File: src/rtl/is_uart_rx_sampler.sv
// is_uart_rx_sampler: synchronises and deglitches the UART rx pin and
// generates bit-centre sample strobes re-aligned to each start bit.
module is_uart_rx_sampler #(
  parameter int DIV_W = 16,
  parameter int SYNC_STAGES = 2,
  parameter int FILT_EN = 1
) (
  input  logic             clk_i,
  input  logic             rstn_i,
  input  logic             rxd_i,
  input  logic [DIV_W-1:0] baud_div_i,
  input  logic             rxct_r_i,
  output logic             rxd_rg_o,
  output logic             rx_ce_o,
  output logic             cfg_err_o
);
  localparam logic [DIV_W-1:0] MIN_DIV = DIV_W'(4);
  logic [SYNC_STAGES-1:0] sync_q;
  logic                   y;
  logic                   maj;
  logic [DIV_W-1:0]       div_q;
  logic [DIV_W-1:0]       cnt;
  logic [DIV_W-1:0]       cnt_d;
  logic                   ce_d;
  always_ff @(posedge clk_i or negedge rstn_i)
    if (!rstn_i) sync_q <= '1;
    else sync_q <= {sync_q[SYNC_STAGES-2:0], rxd_i};
  assign y = sync_q[SYNC_STAGES-1];
  generate
    if (FILT_EN != 0) begin : g_filt
      logic w0, w1;
      always_ff @(posedge clk_i or negedge rstn_i)
        if (!rstn_i) {w1, w0} <= 2'b11;
        else {w1, w0} <= {w0, y};
      assign maj = (y & w0) | (y & w1) | (w0 & w1);
    end else begin : g_byp
      assign maj = y;
    end
  endgenerate
  always_ff @(posedge clk_i or negedge rstn_i)
    if (!rstn_i) rxd_rg_o <= 1'b1;
    else rxd_rg_o <= maj;
  // divisor is only sampled while the FSM holds the counter, so frames never see a change
  always_ff @(posedge clk_i or negedge rstn_i)
    if (!rstn_i) begin
      div_q <= MIN_DIV;
      cfg_err_o <= 1'b0;
    end else if (rxct_r_i) begin
      div_q <= (baud_div_i < MIN_DIV) ? MIN_DIV : baud_div_i;
      cfg_err_o <= baud_div_i < MIN_DIV;
    end
  always_comb begin
    ce_d = !rxct_r_i && cnt == '0;
    cnt_d = rxct_r_i ? (div_q >> 1) - DIV_W'(1) : ce_d ? div_q - DIV_W'(1) : cnt - DIV_W'(1);
  end
  always_ff @(posedge clk_i or negedge rstn_i)
    if (!rstn_i) begin
      cnt <= '0;
      rx_ce_o <= 1'b0;
    end else begin
      cnt <= cnt_d;
      rx_ce_o <= ce_d;
    end
endmodule

File: config.mk
export PLATFORM = sky130hd
export DESIGN_NAME = is_uart_rx_sampler
export DESIGN_NICKNAME = d
export VERILOG_FILES = /design/src/rtl/is_uart_rx_sampler.sv
export SDC_FILE = /design/constraint.sdc
export NUM_CORES = 1
export LEC_CHECK = 0
export CORE_ASPECT_RATIO = 2
export CORE_MARGIN = 2
export CORE_UTILIZATION = 35
export CTS_CLUSTER_DIAMETER = 200
export CTS_CLUSTER_SIZE = 28
export DETAILED_ROUTE_END_ITERATION = 7
export HOLD_SLACK_MARGIN = 0.08
export PLACE_DENSITY = 0.64
export SYNTH_ARGS = -nofsm -noshare
export SYNTH_HDL_FRONTEND = slang
export SYNTH_SLANG_ARGS = --single-unit
File: constraint.sdc
create_clock -name clk_i -period 7.5 [get_ports clk_i]
set_clock_uncertainty 0.1 [all_clocks]
set_input_delay 1.5 -clock clk_i [delete_from_list [all_inputs] [get_ports clk_i]]
set_output_delay 1.5 -clock clk_i [all_outputs]
set_load 0.03 [all_outputs]
==> flow_metrics.tcl, run 1 <==
set metrics [dict create \
    outcome "finished, final reports clean" \
    cts_buffers 5 \
    dp_hpwl_mm 4.01 \
    irDropWorstVdd_uv 130 \
    die_height_um 117 \
    drive_gt1_frac 0.197 \
    grt_setup_unrepaired "no" \
    muxShareOfSynthArea 0.0854 \
    synth_edf_count 0 \
    antenna_found_initial 0 \
    placedCellCount 312 \
    endpoint_kind "flip-flop" \
    cts_hold_buf 0 \
    grt_max_degree 51 \
    drc 0 \
    slew_violations 0 \
    preCtsSetupSlack_ps 2980 \
    hold_viol_final 0 \
    cts_buffer_depth 2 \
    hp-class "reg -> reg" \
    boundaryPins 23 \
    regArea_um2 983 \
    grt_pass1_vias 1892 \
    fmax_mhz 235 \
    cp.required_ps 7550 \
    grt_first_pass_wirelength_mm 8.85 \
    die_area_um2 7050 \
    cp.arrival_ps 4310 \
    wirelength_mm 5.41 \
    h-tree-depth 2 \
    power-per-cell-area_nw_per_um2 233 \
    synth_top_area_share 0.371 \
    gp_congestion 0.890 \
    start_util 0.359 \
    port_buffers 22 \
    cts-root-buf "clkbuf_16" \
    finalSetupViolCount 0 \
    setup_tns_ps 0 \
    cts-resized-gates 0 \
    core_region_area_um2 6210 \
    ys_async_sr_fraction 1.00 \
    synth_nets 235 \
    die_w_um 60.4 \
    yosys.area_share.simple 0.183 \
    synth_fa_ha_area_frac 0.0101 \
    fin_cells 320 \
    fin_crit_sh 0.568 \
    synthXorXnorAreaFrac 0.0393 \
    layout_common_cells "dfrtp_1 (33), nor2_1 (20), clkdlybuf4s50_1 (20)" \
    tightest_slew_ps 898 \
    first_pass_iters 4 \
    p_total_mw 0.613 \
    post-route-worst-setup-slack_ps 3240 \
    gr-total-overflow 0 \
    leakage_nw 1.08 \
    synth_area_leader_cell "dfrtp_1" \
    tritoncts "built" \
    clk_pin_slew_ps 60 \
    final_common_cell "dfrtp_1" \
    grtUsageTotal 0.168 \
    wl_per_cell_um 16.9 \
    synthTopCellsByArea "dfrtp_1 (37%), dfstp_2 (7.1%), mux2_2 (5.6%), nor2_1 (3.4%), a21oi_1 (2.9%)" \
    rows 41 \
    viasPerCell 5.46 \
    cts_sinks 39 \
    drt_iter0_drc 70 \
    slew_headroom 0.402 \
    diodes 0 \
    synth_compound_area_frac 0.195 \
    synth_top_family_by_area "compound AO/OA/AOI/OAI gates" \
    fin_util 0.423 \
    ys_warn_count 0 \
    start_kind "input port" \
    num-fill-cells 611 \
    post_cts_buffers 0 \
    num_vias 1748 \
    multi_input_area_um2 1140 \
    drtAntennaViolNets 0 \
    synth-seq-area-share 0.442 \
    fin_nets 254 \
    synth_cell_types 63 \
    synthCells 214 \
    ys.flop_type "dfrtp_1" \
    area_delta_synth_final_pct 18.0 \
    crit_fanout 50 \
    cap_viol_max_count 0 \
    ys_seq_elements 39 \
    worstSetupPathType "in -> reg" \
    avgSynthCellArea_um2 10.4 \
    netlist_area_um2 2230 \
    period_minus_slack_ps 4260 \
    worstSkewPairLatency_ps 280 \
]
[routing by layer]
layer / share of wire / track usage
met5: 0 / 0
met4: 0.038 / 0.0904
met3: 0.049 / 0.0308
met2: 0.51 / 0.266
met1: 0.41 / 0.213
[stage by stage]
| stage | instance area (µm²) | hold slack [ps] |
|---|---|---|
| after floorplan | 2230 | 245 |
| after global placement | 2480 | 246 |
| after detailed placement | 2480 | 252 |
| after CTS | 2630 | 261 |
| after global routing | 2630 | 265 |
| final | 2630 | 257 |
[synthesized netlist by cell type (all sizes together), types with 2 or more instances]
cell type / number
dfrtp: 33
nand2: 16
nor4: 8
a2bb2oi: 2
nand3: 3
dfstp: 6
a22o: 4
o21ai: 9
a21oi: 14
o31ai: 2
a31oi: 4
xnor2: 3
and2: 2
nor3b: 4
buf: 8
mux2i: 4
xor2: 7
nand4: 3
inv: 8
mux2: 13
nor2: 20
clkbuf: 3
nor3: 5
nand2b: 3
a21o: 2
or3: 3
a21boi: 2
[power breakdown]
| group | switching (mW) | internal [mW] |
|---|---|---|
| clock | 0.0802 | 0.132 |
| sequential | 0.0316 | 0.240 |
| combinational | 0.0705 | 0.0592 |
[cells by family after synthesis]
group                      Yosys count
adders and majority gates            2
buffers and inverters               19
AOI/OAI and AO/OA                   55
muxes                               17
xor gates and xnor gates            10
DFF                                 39
and+or+nand+nor                     72
[state kept, by name (all words and copies together), names as in the netlist]
register	flops
cnt	16
div_q	16
sync_q	2
cfg_err_o	1
g_filt.w0	1
g_filt.w1	1
rx_ce_o	1
rxd_rg_o	1
[critical path, stage by stage]
cell	delay [ps]
buf_2	680
nor3_1	150
buf_4	230
nand2_4	100
inv_2	120
a21oi_1	160
nor2_1	50
a21oi_1	190
ha_1	220
nand3_1	200
nor2_1	330
o2111ai_1	190
xnor2_1	170
[path summary, 6_finish.rpt]
| kind | start | to | slack [ps] | cells past startpoint |
|---|---|---|---|---|
| setup / recovery | rxct_r_i | cnt[12]$_DFF_PN0_ | 3240 | 13 |
| hold / removal | sync_q[0]$_DFF_PN1_ | sync_q[1]$_DFF_PN1_ | 260 | 0 |
| setup reg to reg | cnt[15]$_DFF_PN0_ | cnt[8]$_DFF_PN0_ | 4290 | 12 |
| hold reg to reg | sync_q[0]$_DFF_PN1_ | sync_q[1]$_DFF_PN1_ | 260 | 0 |
| max in group asynchronous | rstn_i | div_q[4]$_DFFE_PN0P_ | 5530 | 1 |
| min in group asynchronous | rstn_i | rx_ce_o$_DFF_PN0_ | 1230 | 1 |
[cell type report]
class,count,area share
clock buffers,7,0.0543
clock inverters,1,0.00190
inverters,8,0.0114
multi-input cells,156,0.434
flip-flops and latches,39,0.374
well taps,86,0.0410
repair buffers,23,0.0829
Power figures use the tool's default switching activity.
==> inputs of run 2 (changes only) <==
==> constraint.sdc (replaced) <==
create_clock -name clk_i -period 4.3 [get_ports clk_i]
set_clock_uncertainty 0.1 [all_clocks]
set_input_delay 0.86 -clock clk_i [delete_from_list [all_inputs] [get_ports clk_i]]
set_output_delay 0.86 -clock clk_i [all_outputs]
set_load 0.03 [all_outputs]
==> run 2 against run 1 <==
Hold slack worse by 2.3 ps; power up 92%; largest cell class unchanged; clock power up 130%; cell area up 2.6%.
==> flow_metrics.tcl, run 2 (same netlist as run 1, synthesis figures left out) <==
set metrics [dict create \
    gr-total-overflow 0 \
    fin_util 0.434 \
    leakage_nw 1.11 \
    irDropWorstVdd_uv 296 \
    viasPerCell 5.44 \
    grtUsageTotal 0.158 \
    cap_viol_max_count 0 \
    gp_congestion 0.906 \
    grt_setup_unrepaired "no" \
    tritoncts "built" \
    finalSetupViolCount 0 \
    drtAntennaViolNets 0 \
    p_switching_mw 0.323 \
    dp_hpwl_mm 3.73 \
    die_area_um2 7050 \
    first_pass_iters 4 \
    die_w_um 60.4 \
    outcome "finished, final reports clean" \
    min_from "sync_q[0]$_DFF_PN1_" \
    layout_common_cells "dfrtp_1 (33), nor2_1 (20), clkdlybuf4s50_1 (20)" \
    area_delta_synth_final_pct 21.1 \
    start_kind "input port" \
    clkPwrFrac 0.409 \
    fin_crit_sh 0.686 \
    netSwitchingFraction 0.274 \
    die_height_um 117 \
    combPwrFrac 0.189 \
    core_region_area_um2 6210 \
    num_vias 1757 \
    port_buffers 22 \
    boundaryPins 23 \
    antenna_found_initial 0 \
    setup_tns_ps 0 \
    grt_pass1_vias 1719 \
    tightest_slew_ps 844 \
    grt_max_degree 40 \
    cts-root-buf "clkbuf_16" \
    clk_pin_slew_ps 60 \
    period_minus_slack_ps 2950 \
    worstSkewPairLatency_ps 280 \
    intPower_mw 0.855 \
    cp.required_ps 4360 \
    hold_viol_final 0 \
    worstSetupPathType "in -> reg" \
    final_common_cell "dfrtp_1" \
    cts_sinks 39 \
    crit_fanout 25 \
    power_frac_seq 0.402 \
    grt_first_pass_wirelength_mm 8.34 \
    timing.rr.start "cnt[11]$_DFF_PN0_" \
    drt_iter0_drc 89 \
    post_cts_buffers 0 \
    diodes 0 \
    power-per-cell-area_nw_per_um2 437 \
    cts_hold_buf 0 \
    cp.arrival_ps 3010 \
    drive_gt1_frac 0.211 \
    h-tree-depth 2 \
    drc 0 \
    largestRegisters "cnt (16), div_q (16), sync_q (2)" \
    slew_violations 0 \
    cp-startpoint "rxct_r_i" \
    slew_headroom 0.437 \
    endpoint_kind "flip-flop" \
    rows 41 \
    hp-class "reg -> reg" \
    fmax_mhz 339 \
    fin_nets 257 \
    cts-resized-gates 0 \
    cts_buffers 5 \
    cts_buffer_depth 2 \
    wl_per_cell_um 15.8 \
    wirelength_mm 5.11 \
    start_util 0.359 \
]
## run 2: cell types whose count changed in the layout (fill, tap and decap cells not counted)
cell / previous run / this run
bufinv_16: 0 / 2
clkbuf_8: 1 / 0
clkinv_2: 1 / 0
buf_4: 1 / 4
clkbuf_1: 1 / 0
clkinvlp_4: 0 / 1
## run 2: cell type report
cell class / count / area, µm²
Clock buffer: 5 / 125
Fill cell: 596 / 3510
Inverter: 8 / 30.0
Multi-Input combinational cell: 156 / 1140
Clock inverter: 3 / 67.6
Timing Repair Buffer: 26 / 240
Sequential cell: 39 / 983
Tap cell: 86 / 108
## run 2: routing by layer
layer / vias to the layer above / routed length [µm] / global-route usage
met1: 871 / 2250 / 0.212
met5: - / 0 / 0
met2: 51 / 2590 / 0.249
met3: 5 / 194 / 0.0275
li1: 830 / - / -
met4: 0 / 80 / 0.0637
## run 2: stage by stage
step	hold slack, ps	worst slack (ps)	total power [mW]	cell area (µm²)	instances
6_report	255	1350	1.18	2700	323
5_1_grt	265	1170	1.23	2700	323
4_1_cts	257	1370	1.18	2700	323
2_1_floorplan	245	1060	0.622	2230	214
3_5_place_dp	248	1080	0.699	2500	315
3_3_place_gp	246	1130	0.696	2500	315
## run 2: worst paths after layout
path,endpoint,slack [ps],cells after the start
max in group asynchronous,cnt[9]$_DFF_PN0_,2990,1
min in group asynchronous,rx_ce_o$_DFF_PN0_,580,1
worst max register to register,cnt[12]$_DFF_PN0_,1600,12
worst min-delay path,sync_q[1]$_DFF_PN1_,250,0
worst max-delay path,cnt[7]$_DFF_PN0_,1350,7
worst min register to register,sync_q[1]$_DFF_PN1_,250,0
## run 2: power by group through the flow
stage	Sequential (mW)	Combinational [mW]	Clock, mW
after CTS	0.472	0.224	0.489
after global routing	0.478	0.245	0.509
after global placement	0.477	0.219	0
final	0.473	0.223	0.482
after floorplan	0.458	0.165	0
after detailed placement	0.477	0.222	0
## run 2: worst max-delay path, stage by stage
cell and delay, ps:
buf_2 130, buf_4 300, mux2_2 420, a2111oi_4 470, nand2_4 140, o211a_1 220
or4_1 450
==> inputs of run 3 (changes only) <==
--- a/config.mk
+++ b/config.mk
@@ -12,7 +12,7 @@
 export CTS_CLUSTER_SIZE = 28
 export DETAILED_ROUTE_END_ITERATION = 7
 export HOLD_SLACK_MARGIN = 0.08
-export PLACE_DENSITY = 0.64
+export PLACE_DENSITY = 0.66
 export SYNTH_ARGS = -nofsm -noshare
 export SYNTH_HDL_FRONTEND = slang
 export SYNTH_SLANG_ARGS = --single-unit
==> constraint.sdc (replaced) <==
create_clock -name clk_i -period 2.7 [get_ports clk_i]
set_clock_uncertainty 0.1 [all_clocks]
set_input_delay 0.54 -clock clk_i [delete_from_list [all_inputs] [get_ports clk_i]]
set_output_delay 0.54 -clock clk_i [all_outputs]
set_load 0.03 [all_outputs]
==> run 3 against run 2 <==
Non-clock buffer count grew 19; largest power group unchanged; power grew 64%; register-to-register slack lost 1400 ps; utilization grew 2.4 points; flip-flop and latch count is the same; critical path depth grew 6; cell area grew 5.5%; routed wire length grew 5.3%.
==> flow_metrics.tcl, run 3 (same netlist as run 1, synthesis figures left out) <==
set metrics [dict create \
    num_vias 1809 \
    gp_congestion 0.925 \
    cp.required_ps 2760 \
    slew_headroom 0.445 \
    final_common_cell "dfrtp_1" \
    hp-class "in -> async" \
    clk_pin_slew_ps 60 \
    cts_sinks 39 \
    start_util 0.359 \
    period_minus_slack_ps 2510 \
    fmax_mhz 399 \
    wirelength_mm 5.38 \
    port_buffers 22 \
    hold_viol_final 0 \
    tightest_slew_ps 833 \
    die_area_um2 7050 \
    cap_viol_max_count 0 \
    largestRegisters "cnt (16), div_q (16), sync_q (2)" \
    core_region_area_um2 6210 \
    drive_gt1_frac 0.273 \
    die_height_um 117 \
    power-per-cell-area_nw_per_um2 678 \
    fin_nets 276 \
    grtUsageTotal 0.171 \
    crit_fanout 4 \
    viasPerCell 5.29 \
    cts_buffers 5 \
    critPathMaxStageDelay_ps 390 \
    post_cts_buffers 0 \
    setup_tns_ps 0 \
    grt_max_degree 40 \
    finalSetupViolCount 0 \
    cts-root-buf "clkbuf_16" \
    boundaryPins 23 \
    fin_util 0.458 \
    outcome "finished, final reports clean" \
    drt_iter0_drc 99 \
    fin_crit_sh 0.929 \
    antenna_found_initial 0 \
    crit_family "simple AND/OR/NAND/NOR gates" \
    gr-total-overflow 0 \
    cts_buffer_depth 2 \
    area_delta_synth_final_pct 27.8 \
    wl_per_cell_um 15.7 \
    dp_hpwl_mm 4.07 \
    crit_slowest_cell "dfrtp_1" \
    layout_common_cells "dfrtp_1 (33), buf_4 (23), nor2_1 (20), clkdlybuf4s50_1 (20), nand2_1 (14)" \
    leakage_nw 1.21 \
    diodes 0 \
    grt_first_pass_wirelength_mm 8.87 \
    grt_pass1_vias 1815 \
    h-tree-depth 2 \
    path_cells "nor4_2 -> and4_1 -> nand2_4 -> inv_2 -> a21oi_1 -> nor2_1 -> a21oi_1 -> ha_1 -> nand3_1 -> nor2_1 -> buf_4 -> buf_4 -> xor2_1" \
    grt_setup_unrepaired "no" \
    rows 41 \
    first_pass_iters 4 \
    start_kind "flip-flop" \
    drtAntennaViolNets 0 \
    cts_hold_buf 0 \
    critical_path_buf_inv_count 3 \
    cp.arrival_ps 2570 \
    slew_violations 0 \
    endpoint_kind "flip-flop" \
    worstSetupPathType "reg -> reg" \
    drc 0 \
    tritoncts "built" \
    irDropWorstVdd_uv 445 \
    worstSkewPairLatency_ps 290 \
    die_w_um 60.4 \
]
[run 3: path summary, 6_finish.rpt]
kind / from / slack (ps) / cells past startpoint / to
max: cnt[15]$_DFF_PN0_ / 190 / 13 / cnt[6]$_DFF_PN0_
min: rstn_i / 250 / 1 / rx_ce_o$_DFF_PN0_
max reg2reg: cnt[15]$_DFF_PN0_ / 190 / 13 / cnt[6]$_DFF_PN0_
min reg2reg: sync_q[0]$_DFF_PN1_ / 260 / 0 / sync_q[1]$_DFF_PN1_
max in group asynchronous: rstn_i / 1710 / 1 / cnt[8]$_DFF_PN0_
min in group clk_i: sync_q[0]$_DFF_PN1_ / 260 / 0 / sync_q[1]$_DFF_PN1_
[run 3: power breakdown]
part / switching (mW) / leakage [nW] / internal, mW
logic: 0.200 / 0.658 / 0.200
clock network: 0.243 / 0.0900 / 0.529
registers: 0.0889 / 0.459 / 0.667
total: 0.532 / 1.21 / 1.40
[run 3: metal layers]
layer,wire length [µm],global-route usage
met1,2210,0.216
met2,2730,0.273
met3,305,0.0319
met4,136,0.0904
met5,0,0
[run 3: layout make-up]
cell class / instances / area [µm²]
clock buffer: 5 / 125
sequential: 39 / 983
fill: 581 / 3360
tap: 86 / 108
inverter: 8 / 30.0
timing repair buffer: 45 / 383
clock inverter: 3 / 67.6
multi-input combinational: 156 / 1150
[run 3: repair_timing]
action	in CTS	in global routing
setup endpoints to repair	0	1
gates resized for setup	0	1
endpoints found under the hold margin	0	0
[run 3: metrics by stage]
stage	total power, mW	setup slack [ps]	hold slack [ps]	std cells	instance area (µm²)
2_1_floorplan	0.992	7.70	144	214	2230
3_3_place_gp	1.15	98.2	247	334	2650
3_5_place_dp	1.16	31.3	248	334	2650
4_1_cts	1.93	103	257	342	2840
5_1_grt	2.01	65.5	264	342	2840
6_report	1.93	193	253	342	2840
